**src/rtl/riscv_crypto_ssm3_pkg.sv**
```systemverilog
// Shared SM3 constants, scheduler state encoding and a 32-bit rotate helper.
// Pure declarations; no clocked logic, no backpressure.
package riscv_crypto_ssm3_pkg;

    localparam int SM3_WORDS_IN  = 16;
    localparam int SM3_WORDS_EXP = 68;

    typedef enum logic [1:0] {
        IDLE,
        LOAD,
        EMIT
    } ssm3_state_t;

    function automatic logic [31:0] rol32(input logic [31:0] x, input logic [4:0] n);
        logic [63:0] d;
        d = {x, x} << n;
        return d[63:32];
    endfunction

endpackage

```
**src/rtl/riscv_crypto_ssm3_msg_sched_if.sv**
```systemverilog
// Word-stream handshake bundle: block loader -> scheduler -> round engine.
// Pure wiring; valid/ready on both sides.
interface riscv_crypto_ssm3_msg_sched_if;
    logic        in_valid;
    logic        in_ready;
    logic [31:0] in_data;
    logic        out_valid;
    logic        out_ready;
    logic [31:0] out_w;
    logic [6:0]  out_idx;
    logic        out_last;

    modport master (
        output in_valid, in_data, out_ready,
        input  in_ready, out_valid, out_w, out_idx, out_last
    );

    modport slave (
        input  in_valid, in_data, out_ready,
        output in_ready, out_valid, out_w, out_idx, out_last
    );
endinterface

```
**src/rtl/riscv_crypto_fu_ssm3.sv**
```systemverilog
// ssm3.p0 / ssm3.p1 permutation unit; result sign-extended to XLEN.
// Latency: combinational. Backpressure: none, result is valid whenever valid=1.
module riscv_crypto_fu_ssm3
    import riscv_crypto_ssm3_pkg::*;
#(
    parameter int XLEN = 32
) (
    input  logic            valid,
    input  logic [XLEN-1:0] rs1,
    input  logic            op_ssm3_p0,
    input  logic            op_ssm3_p1,
    output logic [XLEN-1:0] rd
);

    logic [31:0] x;
    logic [31:0] p0;
    logic [31:0] p1;
    logic [31:0] r32;

    assign x   = rs1[31:0];
    assign p0  = x ^ rol32(x, 5'd9)  ^ rol32(x, 5'd17);
    assign p1  = x ^ rol32(x, 5'd15) ^ rol32(x, 5'd23);
    assign r32 = !valid     ? 32'h0 :
                 op_ssm3_p0 ? p0    :
                 op_ssm3_p1 ? p1    : 32'h0;
    assign rd  = XLEN'($signed(r32));

endmodule

```
**src/rtl/riscv_crypto_ssm3_msg_sched.sv**
```systemverilog
// SM3 message expansion: loads 16 words, streams W[0..NWORDS-1] one per cycle.
// Latency: first word the cycle after the 16th accept; 16+NWORDS+1 cycles per block.
// Backpressure: out_ready=0 freezes window and outputs; in_ready only in LOAD.
module riscv_crypto_ssm3_msg_sched
    import riscv_crypto_ssm3_pkg::*;
#(
    parameter int NWORDS = SM3_WORDS_EXP
) (
    input  logic                              g_clk,
    input  logic                              g_resetn,
    input  logic                              flush,
    riscv_crypto_ssm3_msg_sched_if.slave      io,
    output logic                              busy
);

    localparam logic [6:0] LAST_IDX = 7'(NWORDS - 1);
    localparam logic [7:0] NW8      = 8'(NWORDS);
    localparam logic [4:0] LOAD_END = 5'(SM3_WORDS_IN - 1);

    ssm3_state_t state;
    logic [31:0] win [SM3_WORDS_IN];
    logic [4:0]  load_cnt;
    logic [6:0]  emit_idx;
    logic        in_rdy_q;
    logic        out_vld_q;
    logic        out_last_q;

    logic        in_fire;
    logic        out_fire;
    logic [31:0] p1_in;
    logic [31:0] p1_out;
    logic [31:0] w_next;
    logic [7:0]  next_j;

    assign in_fire  = io.in_valid & in_rdy_q;
    assign out_fire = out_vld_q & io.out_ready;
    assign p1_in    = win[0] ^ win[7] ^ rol32(win[13], 5'd15);
    assign next_j   = {1'b0, emit_idx} + 8'd16;

    riscv_crypto_fu_ssm3 #(.XLEN(32)) u_p1 (
        .valid      (1'b1),
        .rs1        (p1_in),
        .op_ssm3_p0 (1'b0),
        .op_ssm3_p1 (1'b1),
        .rd         (p1_out)
    );

    // Words beyond the emitted range are never needed, so keep the tail zero.
    assign w_next = (next_j >= NW8) ? 32'h0 : (p1_out ^ rol32(win[3], 5'd7) ^ win[10]);

    always_ff @(posedge g_clk or negedge g_resetn) begin
        if (!g_resetn) begin
            state      <= IDLE;
            load_cnt   <= '0;
            emit_idx   <= '0;
            in_rdy_q   <= 1'b0;
            out_vld_q  <= 1'b0;
            out_last_q <= 1'b0;
            for (int k = 0; k < SM3_WORDS_IN; k++) win[k] <= '0;
        end else if (flush) begin
            state      <= IDLE;
            load_cnt   <= '0;
            emit_idx   <= '0;
            in_rdy_q   <= 1'b0;
            out_vld_q  <= 1'b0;
            out_last_q <= 1'b0;
        end else begin
            case (state)
                IDLE: begin
                    state    <= LOAD;
                    in_rdy_q <= 1'b1;
                end
                LOAD: begin
                    if (in_fire) begin
                        for (int k = 0; k < SM3_WORDS_IN - 1; k++) win[k] <= win[k+1];
                        win[SM3_WORDS_IN-1] <= io.in_data;
                        load_cnt <= load_cnt + 5'd1;
                        if (load_cnt == LOAD_END) begin
                            state      <= EMIT;
                            in_rdy_q   <= 1'b0;
                            out_vld_q  <= 1'b1;
                            out_last_q <= 1'b0;
                        end
                    end
                end
                EMIT: begin
                    if (out_fire) begin
                        for (int k = 0; k < SM3_WORDS_IN - 1; k++) win[k] <= win[k+1];
                        win[SM3_WORDS_IN-1] <= w_next;
                        if (out_last_q) begin
                            state      <= IDLE;
                            out_vld_q  <= 1'b0;
                            out_last_q <= 1'b0;
                            emit_idx   <= '0;
                            load_cnt   <= '0;
                        end else begin
                            emit_idx   <= emit_idx + 7'd1;
                            out_last_q <= ((emit_idx + 7'd1) == LAST_IDX);
                        end
                    end
                end
                default: state <= IDLE;
            endcase
        end
    end

    assign io.in_ready  = in_rdy_q;
    assign io.out_valid = out_vld_q;
    assign io.out_w     = win[0];
    assign io.out_idx   = emit_idx;
    assign io.out_last  = out_last_q;
    assign busy         = (state != IDLE);

endmodule

```
**src/flat_wrapper.sv**
```systemverilog
// flat-port wrapper written by rule: the top's interface ports become plain ports
module riscv_crypto_ssm3_msg_sched_flat import riscv_crypto_ssm3_pkg::*;
#(
    parameter int NWORDS = SM3_WORDS_EXP
)
  (g_clk, g_resetn, flush, busy, io_in_valid, io_in_data, io_out_ready, io_in_ready, io_out_valid, io_out_w, io_out_idx, io_out_last);
  riscv_crypto_ssm3_msg_sched_if io_i ();
  input  logic g_clk;
  input  logic g_resetn;
  input  logic flush;
  output logic busy;
  input wire logic [$bits(io_i.in_valid)-1:0] io_in_valid;
  input wire logic [$bits(io_i.in_data)-1:0] io_in_data;
  input wire logic [$bits(io_i.out_ready)-1:0] io_out_ready;
  output wire logic [$bits(io_i.in_ready)-1:0] io_in_ready;
  output wire logic [$bits(io_i.out_valid)-1:0] io_out_valid;
  output wire logic [$bits(io_i.out_w)-1:0] io_out_w;
  output wire logic [$bits(io_i.out_idx)-1:0] io_out_idx;
  output wire logic [$bits(io_i.out_last)-1:0] io_out_last;
  assign io_i.in_valid = io_in_valid;
  assign io_i.in_data = io_in_data;
  assign io_i.out_ready = io_out_ready;
  assign io_in_ready = io_i.in_ready;
  assign io_out_valid = io_i.out_valid;
  assign io_out_w = io_i.out_w;
  assign io_out_idx = io_i.out_idx;
  assign io_out_last = io_i.out_last;
  riscv_crypto_ssm3_msg_sched #(.NWORDS(NWORDS)) u_core (.g_clk(g_clk), .g_resetn(g_resetn), .flush(flush), .io(io_i), .busy(busy));
endmodule
```
**config.mk**
```make
export PLATFORM = sky130hd
export DESIGN_NAME = riscv_crypto_ssm3_msg_sched_flat
export DESIGN_NICKNAME = d
export VERILOG_FILES = /design/src/rtl/riscv_crypto_ssm3_pkg.sv /design/src/rtl/riscv_crypto_ssm3_msg_sched_if.sv /design/src/rtl/riscv_crypto_fu_ssm3.sv /design/src/rtl/riscv_crypto_ssm3_msg_sched.sv /design/src/flat_wrapper.sv
export SDC_FILE = /design/constraint.sdc
export NUM_CORES = 1
export LEC_CHECK = 0
export CORE_MARGIN = 1.5
export CORE_UTILIZATION = 50
export CTS_BUF_LIST = sky130_fd_sc_hd__clkbuf_16
export DETAILED_ROUTE_END_ITERATION = 8
export PLACE_DENSITY = 0.76
export SYNTH_ARGS = -nofsm -noshare
export SYNTH_HDL_FRONTEND = slang
export SYNTH_HIERARCHICAL = 1
export SYNTH_SLANG_ARGS = --single-unit
```
**constraint.sdc**
```tcl
create_clock -name g_clk -period 5.5 [get_ports g_clk]
set_input_delay 1.1 -clock g_clk [delete_from_list [all_inputs] [get_ports g_clk]]
set_output_delay 1.1 -clock g_clk [all_outputs]
set_load 0.05 [all_outputs]
```
Yosys cells after proc, flatten, opt, wreduce, memory -nomap -nowiden --
Cells that the tools add are included. Widths: inputs -> output; s select.
Word-level totals: logic and storage cells 92, flip-flop bits (word level) 529, output and inout port bits 43, input bits 37
Cells by class: add/sub/neg operators 3, muxes and demuxes 33, magnitude comparators 1, reduce and logical (&&, ||, !) cells 14, bitwise logic cells 9, equality and inequality tests 10
Operators by type and width (count):
- $mux 512 | 2
- $pmux 512 s2 | 1
- $xor 32x32->32 | 6
- $mux 32 | 1
- $mux 7 | 4
- $mux 5 | 4
- $reduce_and 4->1 | 4
- $ne 3x2->1 const B | 4
- $mux 1 | 11
- $mux 2 | 5
- $pmux 5 s2 | 1
- $add 7x5->8 const B | 1
- $ge 8x7->1 const B | 1
- $reduce_bool 2->1 | 4
- $add 7x1->7 const B | 1
- $eq 7x7->1 const B | 1
- $pmux 1 s2 | 3
- $pmux 2 s3 | 1
- $reduce_bool 3->1 | 2
- $add 5x1->5 const B | 1
- $eq 5x4->1 const B | 1
- $reduce_and 5->1 | 1
- $ne 2x1->1 const B | 2
- $reduce_and 3->1 | 1
- other kinds (6) | 7

Depth between registers and ports, before layout --
Gate-level depths: netlist of the first run.
word-level depth 9, mapped depth 10, mapped depth without buffers 9

Hierarchy --
Netlist of the first run, hierarchy kept.
By module, submodules not included:
- riscv_crypto_ssm3_msg_sched | sequential area each 13237.7 sq um, cells an instance 1473, instances 1, area each 21840.9 sq um
- riscv_crypto_fu_ssm3 | sequential area each 0.0 sq um, cells an instance 208, instances 1, area each 1537.7 sq um

Worst setup path before layout of the first run --
Ideal clock, no wire load.
path type in2reg, start point input port flush, end point register u_core/win[294] in the netlist's numbering, setup slack 2.945 ns, setup time 0.127 ns, data arrival time 2.428 ns, cell stages on the path 6, path buffers 4, required time 5.373 ns, path through clkbuf_1 nor4b_2 buf_2 buf_6 buf_6 mux2_1
Between the ends: cells in the longest elaborated chain, start to end 2
Ends and longest elaborated chain:
- start, declared | RTL line flat_wrapper.sv:10 | input logic flush;
- $not 1->1 (no line)
- $reduce_and 4->1 (no line)
- end signal, assigned by index | RTL line riscv_crypto_ssm3_msg_sched.sv:76 | win[SM3_WORDS_IN-1] <= io.in_data;
- end signal, assigned by index | RTL line riscv_crypto_ssm3_msg_sched.sv:89 | win[SM3_WORDS_IN-1] <= w_next;
- end, declared | RTL line riscv_crypto_ssm3_msg_sched.sv:21 | logic [31:0] win [SM3_WORDS_IN];
No other way between the ends. A chain may end at the register's enable or synchronous reset.

Worst setup path in the final report of the first run --
start point input port flush, end point register u_core/win[418] in the netlist's numbering
Same word-level chain as after synthesis.

==> flow_summary_export.csv, run 1 <==
group,metric,value,unit
finish,final_nets,1744,
synth,yosys_register_bits,529,
synth,synth_most_common_cell,"sky130_fd_sc_hd__dfrtp_1",
synth,async_flop_share,100,%
clocking,clk-insertion-delay-late,0.61,ns
power_and_ir_drop,total_power,0.0160,W
run,maxCapViolations,0,
setup_path,end_kind,"flip-flop",
global_route,global_route.overflow_total,0,
routing,avgRoutedWirePerCell,20.4,um
synth,synth-compound-area-share,5.27,%
place,place_hpwl,33.7,mm
floorplanning,coreArea,46400,sq um
finish,num-fill-cells,3697,
synth,number_of_synthesized_flops_with_an_enable_pin,0,
finish,drive_above_1_share,28.4,%
setup_path,reg2reg_setup_slack,2.20,ns
clocking,clkSlewWorstSetupHoldPaths,0.06,ns
floorplanning,die-width,219,um
clocking,cts.hold.buffers_added,0,
global_route,grt_use_total,20.7,%
finish,layout-area-overhead-vs-synth,11.1,%
global_route,first_global_vias,13200,
clocking,postCtsSetupRepairBufs,0,
clocking,cts_max_level,2,
timing,slew_viol_final,0,
synth,ys.flop_type,"sky130_fd_sc_hd__dfrtp_1",
power_and_ir_drop,peakVddDrop,0.331,mV
routing,vias_post_dr,12800,
setup_path,timing.critical_path.from,"flush",
clocking,cts_repair_resize_count,0,
timing,worst_clock_skew,0.0149,ns
routing,drc_errors,0,
clocking,cts_bufs_inserted,53,
synth,synth-adder-area-share,0.482,%
timing,setup_ws,2.07,ns
floorplanning,floorplan.die_area,48100,sq um
timing,timing.slew.headroom,15.4,%
synth,most_used_standard_cells_in_the_synthesized_netlist,"sky130_fd_sc_hd__dfrtp_1, sky130_fd_sc_hd__mux2_2, sky130_fd_sc_hd__xnor2_1, sky130_fd_sc_hd__a21oi_1, sky130_fd_sc_hd__mux2_1",
timing,min_period,3.43,ns
routing,routed_wirelength,47.8,mm
setup_path,critPathRequiredTime,5.98,ns
power_and_ir_drop,p_leak,11.7,nW
setup_path,r2r-start,"u_core/state[0]$_DFFE_PN0P_",
global_route,use_met1,28.6,%
global_route,gr-usage-met2,34.3,%
synth,synthDistinctLibCells,45,
synth,synth_warnings,6,
setup_path,startpoint_type,"input pin",
synth,yosysSeqAreaShare,56.6,%
global_route,globalRoute.busiestLayer,"met2",
global_route,antenna_found_initial,0,
timing,fin_crit_sh,62.3,%
clocking,cts_tree,"done",
synth,synth_top_family_by_area,"multiplexers",
setup_path,critPathArrivalTime,3.91,ns
place,globalplace.congestion,0.879,
synth,synth_area_per_cell,13.9,sq um
synth,xor_xnor_fraction_of_synth_area,7.27,%
place,portBuffers,79,
routing,postRouteAntennaNets,0,
outcome,outcome,"finished clean",
setup_path,worstReg2RegEnd,"u_core/win[418]$_DFFE_PN0P_",
synth,mappedNetlistArea,23400,sq um
setup_path,setup.worst_path.class,"in2reg",
clocking,clock_sinks,529,
floorplanning,initial_utilization,50.4,%
floorplanning,design.portCount,80,
power_and_ir_drop,pwr_density_cell,614,nW/um^2
setup_path,worst-r2r-cell-count,8,
timing,worst_max_slew_pin_slew,1.26,ns
setup_path,critical_path_peak_fanout,39,
synth,synthSimpleGateAreaFrac,2.49,%
timing,report.final.setup_viol,0,
setup_path,crit_end,"u_core/win[418]$_DFFE_PN0P_",
synth,post_synth_mux_area_share,23.3,%
floorplanning,rows,79,
global_route,grt_pass1_wl,75.8,mm
global_route,pin_count_of_the_biggest_net_entering_global_routing,134,
clocking,clock_tree.buffer_depth,3,
timing,rsz0062_at_grt,"no",
routing,firstDrtPassIters,5,
worst_hold_path,worst_hold_startpoint,"u_core/win[333]$_DFFE_PN0P_",
synth,synth_top_area_share,56.6,%
routing,dr.first_iter.drc_count,918,
floorplanning,die_h,219,um
synth,synth_area_leaders,"sky130_fd_sc_hd__dfrtp_1, sky130_fd_sc_hd__mux2_2, sky130_fd_sc_hd__xnor2_1",
place,dp_worst_setup_slack,1.46,ns
global_route,met3_usage,2.72,%
clocking,cts_root_buf,"sky130_fd_sc_hd__clkbuf_16",
setup_path,timing.critical_path.slowest_cell_delay,1.19,ns
synth,yosys.area.top_type,"sky130_fd_sc_hd__dfrtp_1",
timing,fmax,292,MHz
synth,netlist_instances,1681,
setup_path,timing.critical_path.mode_cell,"sky130_fd_sc_hd__buf_12",
routing,detail_route.vias_per_cell,5.45,
setup_path,crit_path_top_delay_cell,"sky130_fd_sc_hd__nor4b_4",
setup_path,timing.critical_path.cells,"clkdlybuf4s50_1 -> nor4b_4 -> buf_12 -> buf_12 -> mux2_2",
timing,endpoints_failing_hold,0,
finish,antenna-diode-count,0,
worst_hold_path,min_path_type,"reg2reg",
timing,timing.setup.tns,0,ns
## final cells by class
type	count	area, sq um	share of cell area [%]
Sequential cell	529	13200	51.0
Timing Repair Buffer	110	1220	4.68
Multi-Input combinational cell	994	9090	35.0
Clock buffer	53	1330	5.11
Inverter	10	37.5	0.145
Tap cell	607	759	2.92
Clock inverter	44	298	1.15
## where the power goes
group,total [W],switching [W],internal (W)
Sequential,0.00612,0.000960,0.00516
Clock,0.00335,0.00149,0.00185
Combinational,0.00648,0.00344,0.00305
Total,0.0160,0.00589,0.0101
## cells in the final DEF, fill, tap and decap left out, types with 2 or more instances in the layout
master                            netlist  layout
sky130_fd_sc_hd__o31ai_1                3       3
sky130_fd_sc_hd__nor3_1                 2       2
sky130_fd_sc_hd__dfrtp_1              529     529
sky130_fd_sc_hd__nor4_1                 2       2
sky130_fd_sc_hd__xnor2_1              162     162
sky130_fd_sc_hd__bufinv_16              0       2
sky130_fd_sc_hd__clkdlybuf4s50_1        0      78
sky130_fd_sc_hd__inv_1                 10      23
sky130_fd_sc_hd__mux2_2               389     389
sky130_fd_sc_hd__nor2b_1               34      34
sky130_fd_sc_hd__and3_1                 8       8
sky130_fd_sc_hd__o22ai_1                2       2
sky130_fd_sc_hd__a21boi_1               2       2
sky130_fd_sc_hd__nand3_1               10      10
sky130_fd_sc_hd__conb_1                 2       5
sky130_fd_sc_hd__clkbuf_16              0      53
sky130_fd_sc_hd__nor3b_1                5       5
sky130_fd_sc_hd__xor2_1                32      32
sky130_fd_sc_hd__a221oi_1              33      33
sky130_fd_sc_hd__buf_4                 72      16
sky130_fd_sc_hd__nor2_1                38      38
sky130_fd_sc_hd__buf_12                 0      15
sky130_fd_sc_hd__a21o_1                 3       3
sky130_fd_sc_hd__clkinv_1               0      14
sky130_fd_sc_hd__a22o_1                 2       2
sky130_fd_sc_hd__a22oi_1               33      33
sky130_fd_sc_hd__a31oi_1                2       2
sky130_fd_sc_hd__clkinv_2               0      10
sky130_fd_sc_hd__ha_1                   9       8
sky130_fd_sc_hd__a21oi_1               99      99
sky130_fd_sc_hd__a211oi_1               2       2
sky130_fd_sc_hd__nand2_1                4       4
sky130_fd_sc_hd__o21ai_0                8       8
sky130_fd_sc_hd__mux2_1                93      93
## layer usage
metal	share of wire [%]	vias up
met5	0	-
met4	2.0	0
met3	3.1	51
met2	49	208
met1	46	6636
li1	-	5896
## per-stage QoR
step                cells  hold slack, ns  utilization, %  area, sq um
global placement     2250           0.462            52.5        24300
detailed placement   2250           0.468            52.5        24300
floorplan            1684           0.452               -        23400
CTS                  2347           0.482            56.0        26000
finish               2347           0.477            56.0        26000
global route         2347           0.495            56.0        26000
## registers in the layout, indices dropped and copies added (netlist names)
register,count
u_core/io.in_ready,1
u_core/io.out_idx,7
u_core/io.out_last,1
u_core/io.out_valid,1
u_core/io.out_w,32
u_core/load_cnt,5
u_core/state,2
u_core/win,480
## worst min-delay path by stage
stage / end / slack [ns] / depth (start not counted)
2_1_floorplan: u_core/win[358]$_DFFE_PN0P_ / 0.45 / 1
3_3_place_gp: u_core/win[373]$_DFFE_PN0P_ / 0.46 / 1
3_5_place_dp: u_core/win[375]$_DFFE_PN0P_ / 0.47 / 1
4_1_cts: u_core/win[375]$_DFFE_PN0P_ / 0.48 / 1
5_1_grt: u_core/win[370]$_DFFE_PN0P_ / 0.49 / 1
6_report: u_core/win[365]$_DFFE_PN0P_ / 0.48 / 1
## worst max-delay path: cells and delay by family
family | cells | cell delay [ns]
buf+inv | 3 | 1.20
simple gates | 1 | 1.19
mux | 1 | 0.37
## logic make-up after synthesis
logic type,Yosys count
fa+ha+maj,9
mux,483
compound gates,194
buf+inv,161
simple gates,109
flops,529
xor+xnor,194
other cells,2
Power figures use the tool's default switching activity.
==> run 2, diff against run 1 <==
- clock period: 5.5 -> 3.3 ns (I/O delays scaled with it)
==> flow_summary_export.csv, run 2 (synthesis gave the netlist of run 1 again) <==
group,metric,value,unit
place,place_hpwl,35.0,mm
timing,report.final.setup_viol,0,
power_and_ir_drop,sw_frac_of_total,36.5,%
power_and_ir_drop,seq_power_share,38.4,%
timing,fin_crit_sh,88.4,%
routing,detail_route.vias_per_cell,5.46,
floorplanning,die-width,219,um
global_route,grt_pass1_wl,78.9,mm
global_route,met3_usage,3.85,%
global_route,grt_use_total,21.5,%
setup_path,end_kind,"flip-flop",
setup_path,critical_path_peak_fanout,6,
place,globalplace.congestion,0.881,
timing,min_period,2.92,ns
finish,antenna-diode-count,0,
finish,layout-area-overhead-vs-synth,11.9,%
global_route,globalRoute.busiestLayer,"met2",
place,portBuffers,79,
timing,rsz0062_at_grt,"no",
finish,layout.cells.most_common,"sky130_fd_sc_hd__dfrtp_1",
clocking,clock_sinks,529,
power_and_ir_drop,total_power,0.0267,W
floorplanning,floorplan.die_area,48100,sq um
power_and_ir_drop,pwr_density_cell,1020,nW/um^2
routing,avgRoutedWirePerCell,20.9,um
timing,setup_ws,0.382,ns
setup_path,startpoint_type,"flip-flop",
timing,hold_ws,0.0904,ns
clocking,cts_root_buf,"sky130_fd_sc_hd__clkbuf_16",
timing,worst_max_slew_pin_slew,1.08,ns
clocking,cts_bufs_inserted,52,
finish,final_util,56.4,%
finish,largest_register_ff_count,480,
outcome,outcome,"finished clean",
global_route,global_route.overflow_total,0,
finish,num-fill-cells,3621,
clocking,cts.hold.buffers_added,0,
power_and_ir_drop,peakVddDrop,0.468,mV
timing,slew_viol_final,0,
floorplanning,coreArea,46400,sq um
global_route,antenna_found_initial,1,
clocking,clk-insertion-delay-late,0.59,ns
routing,vias_post_dr,13000,
floorplanning,initial_utilization,50.4,%
global_route,use_met1,29.2,%
floorplanning,rows,79,
routing,firstDrtPassIters,5,
power_and_ir_drop,p_int,0.0169,W
clocking,cts_repair_resize_count,0,
clocking,clock_tree.buffer_depth,3,
run,maxCapViolations,0,
routing,drc_errors,0,
power_and_ir_drop,p_leak,11.8,nW
setup_path,setup.worst_path.class,"reg2reg",
floorplanning,die_h,219,um
place,dp_worst_setup_slack,0.362,ns
global_route,first_global_vias,13700,
timing,timing.slew.headroom,27.8,%
timing,fmax,343,MHz
routing,postRouteAntennaNets,0,
clocking,clkSlewWorstSetupHoldPaths,0.06,ns
routing,dr.first_iter.drc_count,970,
power_and_ir_drop,power_frac_comb,41.6,%
clocking,cts_max_level,2,
worst_hold_path,min_path_type,"in2async",
clocking,postCtsSetupRepairBufs,0,
global_route,gr-usage-met2,35.4,%
finish,largest_register,"u_core/win",
setup_path,critPathArrivalTime,3.43,ns
finish,drive_above_1_share,29.5,%
power_and_ir_drop,total_switching_power,0.00975,W
timing,endpoints_failing_hold,0,
global_route,pin_count_of_the_biggest_net_entering_global_routing,112,
finish,most-common-layout-cells,"sky130_fd_sc_hd__dfrtp_1, sky130_fd_sc_hd__mux2_2, sky130_fd_sc_hd__xnor2_1",
timing,worst_clock_skew,0.0163,ns
setup_path,critPathRequiredTime,3.81,ns
finish,final_nets,1776,
routing,routed_wirelength,49.7,mm
floorplanning,design.portCount,80,
clocking,cts_tree,"done",
timing,timing.setup.tns,0,ns
power_and_ir_drop,power.share.clock,20.0,%
run 2: layout make-up:
class / instances / area (sq um) / share of cell area, %
repair buffers: 143 / 1510 / 5.79
multi-input cells: 994 / 9090 / 34.8
clock buffers: 53 / 1330 / 5.07
clock inverters: 39 / 199 / 0.760
flip-flops and latches: 529 / 13200 / 50.6
inverters: 10 / 37.5 / 0.143
well taps: 607 / 759 / 2.90
run 2: metal layers:
| layer | share of wire [%] | vias up | routed length, um |
|---|---|---|---|
| met4 | 2.6 | 0 | 1310 |
| met1 | 45 | 6722 | 22500 |
| met3 | 3.6 | 78 | 1810 |
| li1 | - | 5945 | - |
| met2 | 48 | 229 | 24100 |
| met5 | 0 | - | 0 |
run 2: critical path, stage by stage, from the launching register on:
cell	delay [ns]
sky130_fd_sc_hd__dfrtp_1	0.45
sky130_fd_sc_hd__xnor2_1	0.18
sky130_fd_sc_hd__xnor2_1	0.76
sky130_fd_sc_hd__xor2_1	0.28
sky130_fd_sc_hd__a221oi_1	0.11
sky130_fd_sc_hd__a21oi_1	0.34
sky130_fd_sc_hd__xnor2_1	0.16
sky130_fd_sc_hd__xnor2_1	0.26
sky130_fd_sc_hd__a21oi_1	0.11
sky130_fd_sc_hd__a21oi_1	0.19
run 2: path summary, 6_finish.rpt:
path / start / endpoint / slack, ns / cells past startpoint
setup / recovery: u_core/io.out_w[30]$_DFFE_PN0P_ / u_core/win[13]$_DFFE_PN0P_ / 0.38 / 9
hold / removal: g_resetn / u_core/io.in_ready$_DFFE_PN0P_ / 0.09 / 1
setup reg to reg: u_core/io.out_w[30]$_DFFE_PN0P_ / u_core/win[13]$_DFFE_PN0P_ / 0.38 / 9
hold reg to reg: u_core/win[333]$_DFFE_PN0P_ / u_core/win[333]$_DFFE_PN0P_ / 0.48 / 1
max in group asynchronous: g_resetn / u_core/io.out_w[1]$_DFFE_PN0P_ / 2.24 / 3
min in group g_clk: u_core/win[333]$_DFFE_PN0P_ / u_core/win[333]$_DFFE_PN0P_ / 0.48 / 1
run 2: power groups by stage:
stage	Clock (W)	Combinational, W	Sequential [W]
after floorplan	0	0.00863	0.00957
after global placement	0	0.0108	0.0102
after detailed placement	0	0.0110	0.0103
after CTS	0.00550	0.0111	0.0102
after global routing	0.00576	0.0120	0.0105
final	0.00534	0.0111	0.0102
run 2: metrics by stage:
step / instance area [sq um] / std cells
finish: 26200 / 2375
global route: 26200 / 2375
CTS: 26200 / 2375
detailed placement: 24600 / 2283
global placement: 24600 / 2283
floorplan: 23400 / 1684
==> run 3, diff against run 2 <==
- PLACE_DENSITY: 0.76 -> 0.67
==> flow_summary_export.csv, run 3 (synthesis gave the netlist of run 1 again) <==
group,metric,value,unit
global_route,grt_pass1_wl,78.6,mm
setup_path,worst-r2r-cell-count,9,
timing,worst_max_slew_pin_slew,1.18,ns
timing,fmax,336,MHz
routing,drc_errors,0,
finish,num-fill-cells,3724,
outcome,outcome,"finished clean",
routing,detail_route.vias_per_cell,5.43,
finish,largest_register_ff_count,480,
finish,drive_above_1_share,29.7,%
power_and_ir_drop,pwr_density_cell,1030,nW/um^2
finish,most-common-layout-cells,"sky130_fd_sc_hd__dfrtp_1, sky130_fd_sc_hd__mux2_2, sky130_fd_sc_hd__xnor2_1",
finish,layout-area-overhead-vs-synth,12.0,%
clocking,cts_max_level,2,
floorplanning,die_h,219,um
routing,vias_post_dr,12900,
worst_hold_path,min_path_type,"in2async",
routing,postRouteAntennaNets,0,
global_route,first_global_vias,13300,
clocking,cts_repair_resize_count,0,
run,maxCapViolations,0,
clocking,cts_bufs_inserted,54,
timing,rsz0062_at_grt,"no",
setup_path,critical_path_peak_fanout,6,
timing,timing.setup.tns,0,ns
finish,largest_register,"u_core/win",
setup_path,startpoint_type,"flip-flop",
setup_path,critPathRequiredTime,3.81,ns
global_route,antenna_found_initial,1,
finish,regArea,13200,sq um
timing,worst_clock_skew,0.0251,ns
setup_path,critPathArrivalTime,3.48,ns
clocking,clock_sinks,529,
timing,slew_viol_final,0,
routing,routed_wirelength,49.9,mm
setup_path,setup.worst_path.class,"reg2reg",
clocking,cts.hold.buffers_added,0,
clocking,clock_tree.buffer_depth,3,
timing,fin_crit_sh,90.1,%
timing,report.final.setup_viol,0,
setup_path,end_kind,"flip-flop",
global_route,pin_count_of_the_biggest_net_entering_global_routing,82,
routing,firstDrtPassIters,5,
finish,layout.cells.most_common,"sky130_fd_sc_hd__dfrtp_1",
place,globalplace.congestion,0.833,
floorplanning,initial_utilization,50.4,%
floorplanning,coreArea,46400,sq um
timing,endpoints_failing_hold,0,
finish,antenna-diode-count,0,
finish,final_cell_area,26200,sq um
power_and_ir_drop,peakVddDrop,0.476,mV
clocking,clk-insertion-delay-late,0.59,ns
power_and_ir_drop,p_leak,11.8,nW
clocking,postCtsSetupRepairBufs,0,
floorplanning,floorplan.die_area,48100,sq um
place,area_of_placed_instances,24600,sq um
place,place_hpwl,35.4,mm
clocking,cts_tree,"done",
setup_path,reg2reg_setup_slack,0.33,ns
timing,min_period,2.97,ns
routing,avgRoutedWirePerCell,21.0,um
floorplanning,rows,79,
place,portBuffers,79,
finish,area_of_combinational_cells_with_multiple_inputs,9090,sq um
timing,timing.slew.headroom,21.1,%
finish,final_nets,1775,
clocking,cts_root_buf,"sky130_fd_sc_hd__clkbuf_16",
floorplanning,design.portCount,80,
routing,dr.first_iter.drc_count,861,
global_route,global_route.overflow_total,0,
clocking,clkSlewWorstSetupHoldPaths,0.06,ns
floorplanning,die-width,219,um
global_route,grt_use_total,21.7,%
[run 3: cell count changes in the layout (fill, tap and decap cells not counted)]
cell	change
sky130_fd_sc_hd__inv_6	-1
sky130_fd_sc_hd__bufinv_16	+1
sky130_fd_sc_hd__buf_12	-4
sky130_fd_sc_hd__clkinv_1	+4
sky130_fd_sc_hd__inv_1	-6
sky130_fd_sc_hd__clkbuf_16	+2
sky130_fd_sc_hd__clkinv_4	+1
sky130_fd_sc_hd__buf_4	+1
sky130_fd_sc_hd__clkinv_2	+3
sky130_fd_sc_hd__clkinvlp_4	+1
[run 3: metal layers]
metal | GRT usage [%] | wire (um)
met3 | 3.37 | 1700
met2 | 34.7 | 23600
met5 | 0 | 0
met1 | 31.0 | 23700
met4 | 5.39 | 957
[run 3: worst max-delay path, stage by stage, from the launching register on]
cell,delay (ns)
sky130_fd_sc_hd__dfrtp_1,0.41
sky130_fd_sc_hd__xnor2_1,0.17
sky130_fd_sc_hd__xnor2_1,0.92
sky130_fd_sc_hd__xor2_1,0.23
sky130_fd_sc_hd__a221oi_1,0.33
sky130_fd_sc_hd__a21oi_1,0.09
sky130_fd_sc_hd__xnor2_1,0.32
sky130_fd_sc_hd__xnor2_1,0.17
sky130_fd_sc_hd__a21oi_1,0.09
sky130_fd_sc_hd__a21oi_1,0.16
[run 3: report_power, final]
part / switching, W / total [W] / internal [W]
registers: 0.00164 / 0.0102 / 0.00861
logic: 0.00568 / 0.0110 / 0.00533
clock network: 0.00244 / 0.00560 / 0.00316
total: 0.00976 / 0.0269 / 0.0171
[run 3: path summary, 6_finish.rpt]
path,from,to
setup / recovery,u_core/win[72]$_DFFE_PN0P_,u_core/win[6]$_DFFE_PN0P_
hold / removal,g_resetn,u_core/io.in_ready$_DFFE_PN0P_
setup reg to reg,u_core/win[72]$_DFFE_PN0P_,u_core/win[6]$_DFFE_PN0P_
hold reg to reg,u_core/win[305]$_DFFE_PN0P_,u_core/win[337]$_DFFE_PN0P_
max in group asynchronous,g_resetn,u_core/win[172]$_DFFE_PN0P_
min in group g_clk,u_core/win[305]$_DFFE_PN0P_,u_core/win[337]$_DFFE_PN0P_
[run 3: cell type report]
type                    count  share of cell area, %
clock buffers              55                   5.26
clock inverters            42                  0.932
inverters                  10                  0.143
multi-input cells         994                   34.7
flip-flops and latches    529                   50.5
well taps                 607                   2.90
repair buffers            140                   5.50
[run 3: through the flow]
stage	setup WS, ns	hold slack, ns	std cells	utilization (%)	power [W]
3_5_place_dp	0.306	0.468	2280	53.0	0.0214
5_1_grt	0.144	0.0929	2377	56.5	0.0285
6_report	0.327	0.0662	2377	56.5	0.0269
4_1_cts	0.305	0.0752	2377	56.5	0.0271
3_3_place_gp	0.369	0.461	2280	53.0	0.0212
2_1_floorplan	1.13	0.364	1684	-	0.0182
==> RTL change, RTL diff (flow settings as in run 3) <==
Make the reset (`g_resetn`) synchronous in one clocked block.
--- a/src/rtl/riscv_crypto_ssm3_msg_sched.sv
+++ b/src/rtl/riscv_crypto_ssm3_msg_sched.sv
@@ -50,3 +50,3 @@
 
-    always_ff @(posedge g_clk or negedge g_resetn) begin
+    always_ff @(posedge g_clk) begin
         if (!g_resetn) begin
Function: not settled (the Yosys comparison gave no result); the edit may change what the design does.
==> RTL change against run 3 <==
- via count is 5.9% lower
- fmax is 5.3% lower
- critical path type unchanged
- area after synthesis is 2.2% lower
- sequential cell count stayed put
- clock skew is 7.3 ps lower
- cell area is 1.4% lower
- worst setup slack worse by 170 ps
- critical endpoint is now u_core/win[0][483]
- die area is 2.2% lower
- wire length is 0.11% higher
Power is not compared: it rests on default switching activity, and its combinational part moved more than twofold at a synthesized area within 25%.
==> RTL change: results (changes against run 3) <==
Root Buffer -> clkbuf_16 (unchanged)
PortBufs -> 79 (unchanged)
Hold Path Cell Cnt -> 2
Hold Path Origin -> u_core/load_cnt[4]
critical path arrival -> 3480 ps (about the same)
gr usage total -> 21.5% (was 21.7%)
top cells by count, synth -> edfxtp_1, and2_1, xnor2_1 (was dfrtp_1, mux2_2, xnor2_1)
Worst slew margin -> 40.4% (was 21.1%)
Reg2Reg Depth -> 8 (was 9)
ys async rst share -> 0% (was 100%)
Clock Latency Late Sink -> 600 ps
Placer Congestion -> 0.927 (was 0.833)
Area contributors post-synth -> edfxtp_1, and2_1, xnor2_1 (was dfrtp_1, mux2_2, xnor2_1)
Top reg by flops -> u_core/win (unchanged)
post-CTS sizing -> 0 (unchanged)
Reg-to-Reg Start -> u_core/win[0][20] (was u_core/win[72])
layout cells sized above 1 -> 7.89% (was 29.7%)
Worst Skew -> 17.8 ps (was 25.1 ps)
r2r setup slk -> 160 ps (was 330 ps)
number of flip-flops in the largest register -> 512 (was 480)
r2r endpoint -> u_core/win[0][483] (was u_core/win[6])
Post-synth EDFFs -> 512 (was 0)
count of cell types in the netlist -> 48 (was 45)
sequential share of the synthesized area -> 68.7% (was 56.6%)
initial antenna violation count -> 1 (unchanged)
minimum clock period -> 3140 ps (was 2970 ps)
Vias per Instance -> 5.37 (was 5.43)
total CTS buffers -> 52 (was 54)
first-pass GRT wire length -> 74000 µm (was 78600 µm)
Post-DP HPWL -> 33100 µm (was 35400 µm)
number of global-route vias before repair -> 11.5k (was 13.3k)
Final Hold Fails -> 0 (unchanged)
nets -> 1660 (was 1775)
H-tree Lvls -> 2 (unchanged)
starting DRC count in detailed routing -> 1325 (was 861)
worst hold path class -> reg2reg (was in2async)
CP Max Fanout -> 6 (unchanged)
outcome -> completed (unchanged)
DRT Wirelength -> 50000 µm (was 49900 µm)
iteration count of the initial detailed-routing pass -> 6 (was 5)
worst vdd rail ir drop -> 0.000393 V
largest net degree at the start of global routing -> 101 (was 82)
Clk pin slew, worst setup/hold paths -> 60 ps (about the same)
Bufs on Longest Clock Path -> 3 (unchanged)
number of diodes -> 0 (unchanged)
Syn. warnings -> 6 (unchanged)
hold path endpoint -> u_core/load_cnt[4]
DP Worst Slack -> 266 ps (was 306 ps)
Pleak -> 9.20 nW
Post-CTS Setup Bufs -> 0 (unchanged)
RTL change: cell count changes after synthesis, sizes merged, moves of 8 or more:
cell | run 3 | this run
a21oi | 99 | 43
a22o | 2 | 32
and2 | 1 | 481
buf | 115 | 94
clkbuf | 36 | 48
dfrtp | 529 | 0
dfxtp | 0 | 17
edfxtp | 0 | 512
mux2 | 482 | 0
nand2 | 4 | 12
nor2 | 38 | 10
nor2b | 34 | 4
RTL change: worst max-delay path, stage by stage (launching register included):
cell	delay, ps
edfxtp_1	440
xnor2_1	260
xnor2_1	730
xor2_1	400
a221oi_1	150
a21oi_1	340
xnor2_1	190
xnor2_1	160
a22o_1	220
RTL change: how the worst max path moves through the flow:
stage / from / to / depth (start not counted) / slack, ps
floorplan: u_core/io.out_valid / u_core/win[0][100] / 5 / -170
global placement: u_core/win[0][20] / u_core/win[0][483] / 8 / 240
detailed placement: u_core/win[0][20] / u_core/win[0][483] / 8 / 270
CTS: u_core/win[0][20] / u_core/win[0][483] / 8 / 250
global route: u_core/win[0][20] / u_core/win[0][483] / 8 / 60
finish: u_core/win[0][20] / u_core/win[0][483] / 8 / 160
RTL change: where the power goes:
| group | switching [mW] | internal (mW) | leakage [nW] |
|---|---|---|---|
| Clock | 2.47 | 3.38 | 0.865 |
| Sequential | 0.158 | 7.68 | 5.41 |
| Combinational | 0.934 | 0.573 | 2.92 |
RTL change: cell families (layout without fill, tap and decap cells):
kind of cell             after synthesis  count (layout)  synth area share (%)
buffers and inverters                148             226                  3.68
XOR/XNOR                             195             195                  7.47
other                                  2               5                0.0328
multiplexers                           2               2                0.0875
AO/OA/AOI/OAI                        160             160                  5.13
flip-flops                           529             529                  68.7
AND/OR/NAND/NOR                      538             538                  14.6
adder cells (fa/ha/maj)                5               5                 0.274
RTL change: stage by stage:
step / TNS (ps) / hold slack [ps] / power [mW] / instance area, µm² / cells
2_1_floorplan: -37940 / 477 / 8.95 / 22900 / 1582
3_3_place_gp: 0 / 489 / 9.44 / 24100 / 2164
3_5_place_dp: 0 / 492 / 9.45 / 24100 / 2164
4_1_cts: 0 / 501 / 15.3 / 25800 / 2260
5_1_grt: 0 / 529 / 15.7 / 25800 / 2260
6_report: 0 / 499 / 15.2 / 25800 / 2260
RTL change: cell type report:
cell class                 instances  area [µm²]
tap                              600         751
clock inverter                    43         358
inverter                           6        22.5
multi-input combinational        905        6380
fill                            3626       19500
timing repair buffer             124        1280
clock buffer                      53        1330
sequential                       529       15700
RTL change: routing by layer:
layer  vias to the layer above  part of all wire [%]  GRT usage [%]
met5                         -                     0              0
met4                         0                   2.5           6.92
met3                        79                   6.7           4.29
met2                       386                    45           31.7
met1                      6075                    46           32.3
li1                       5604                     -              -
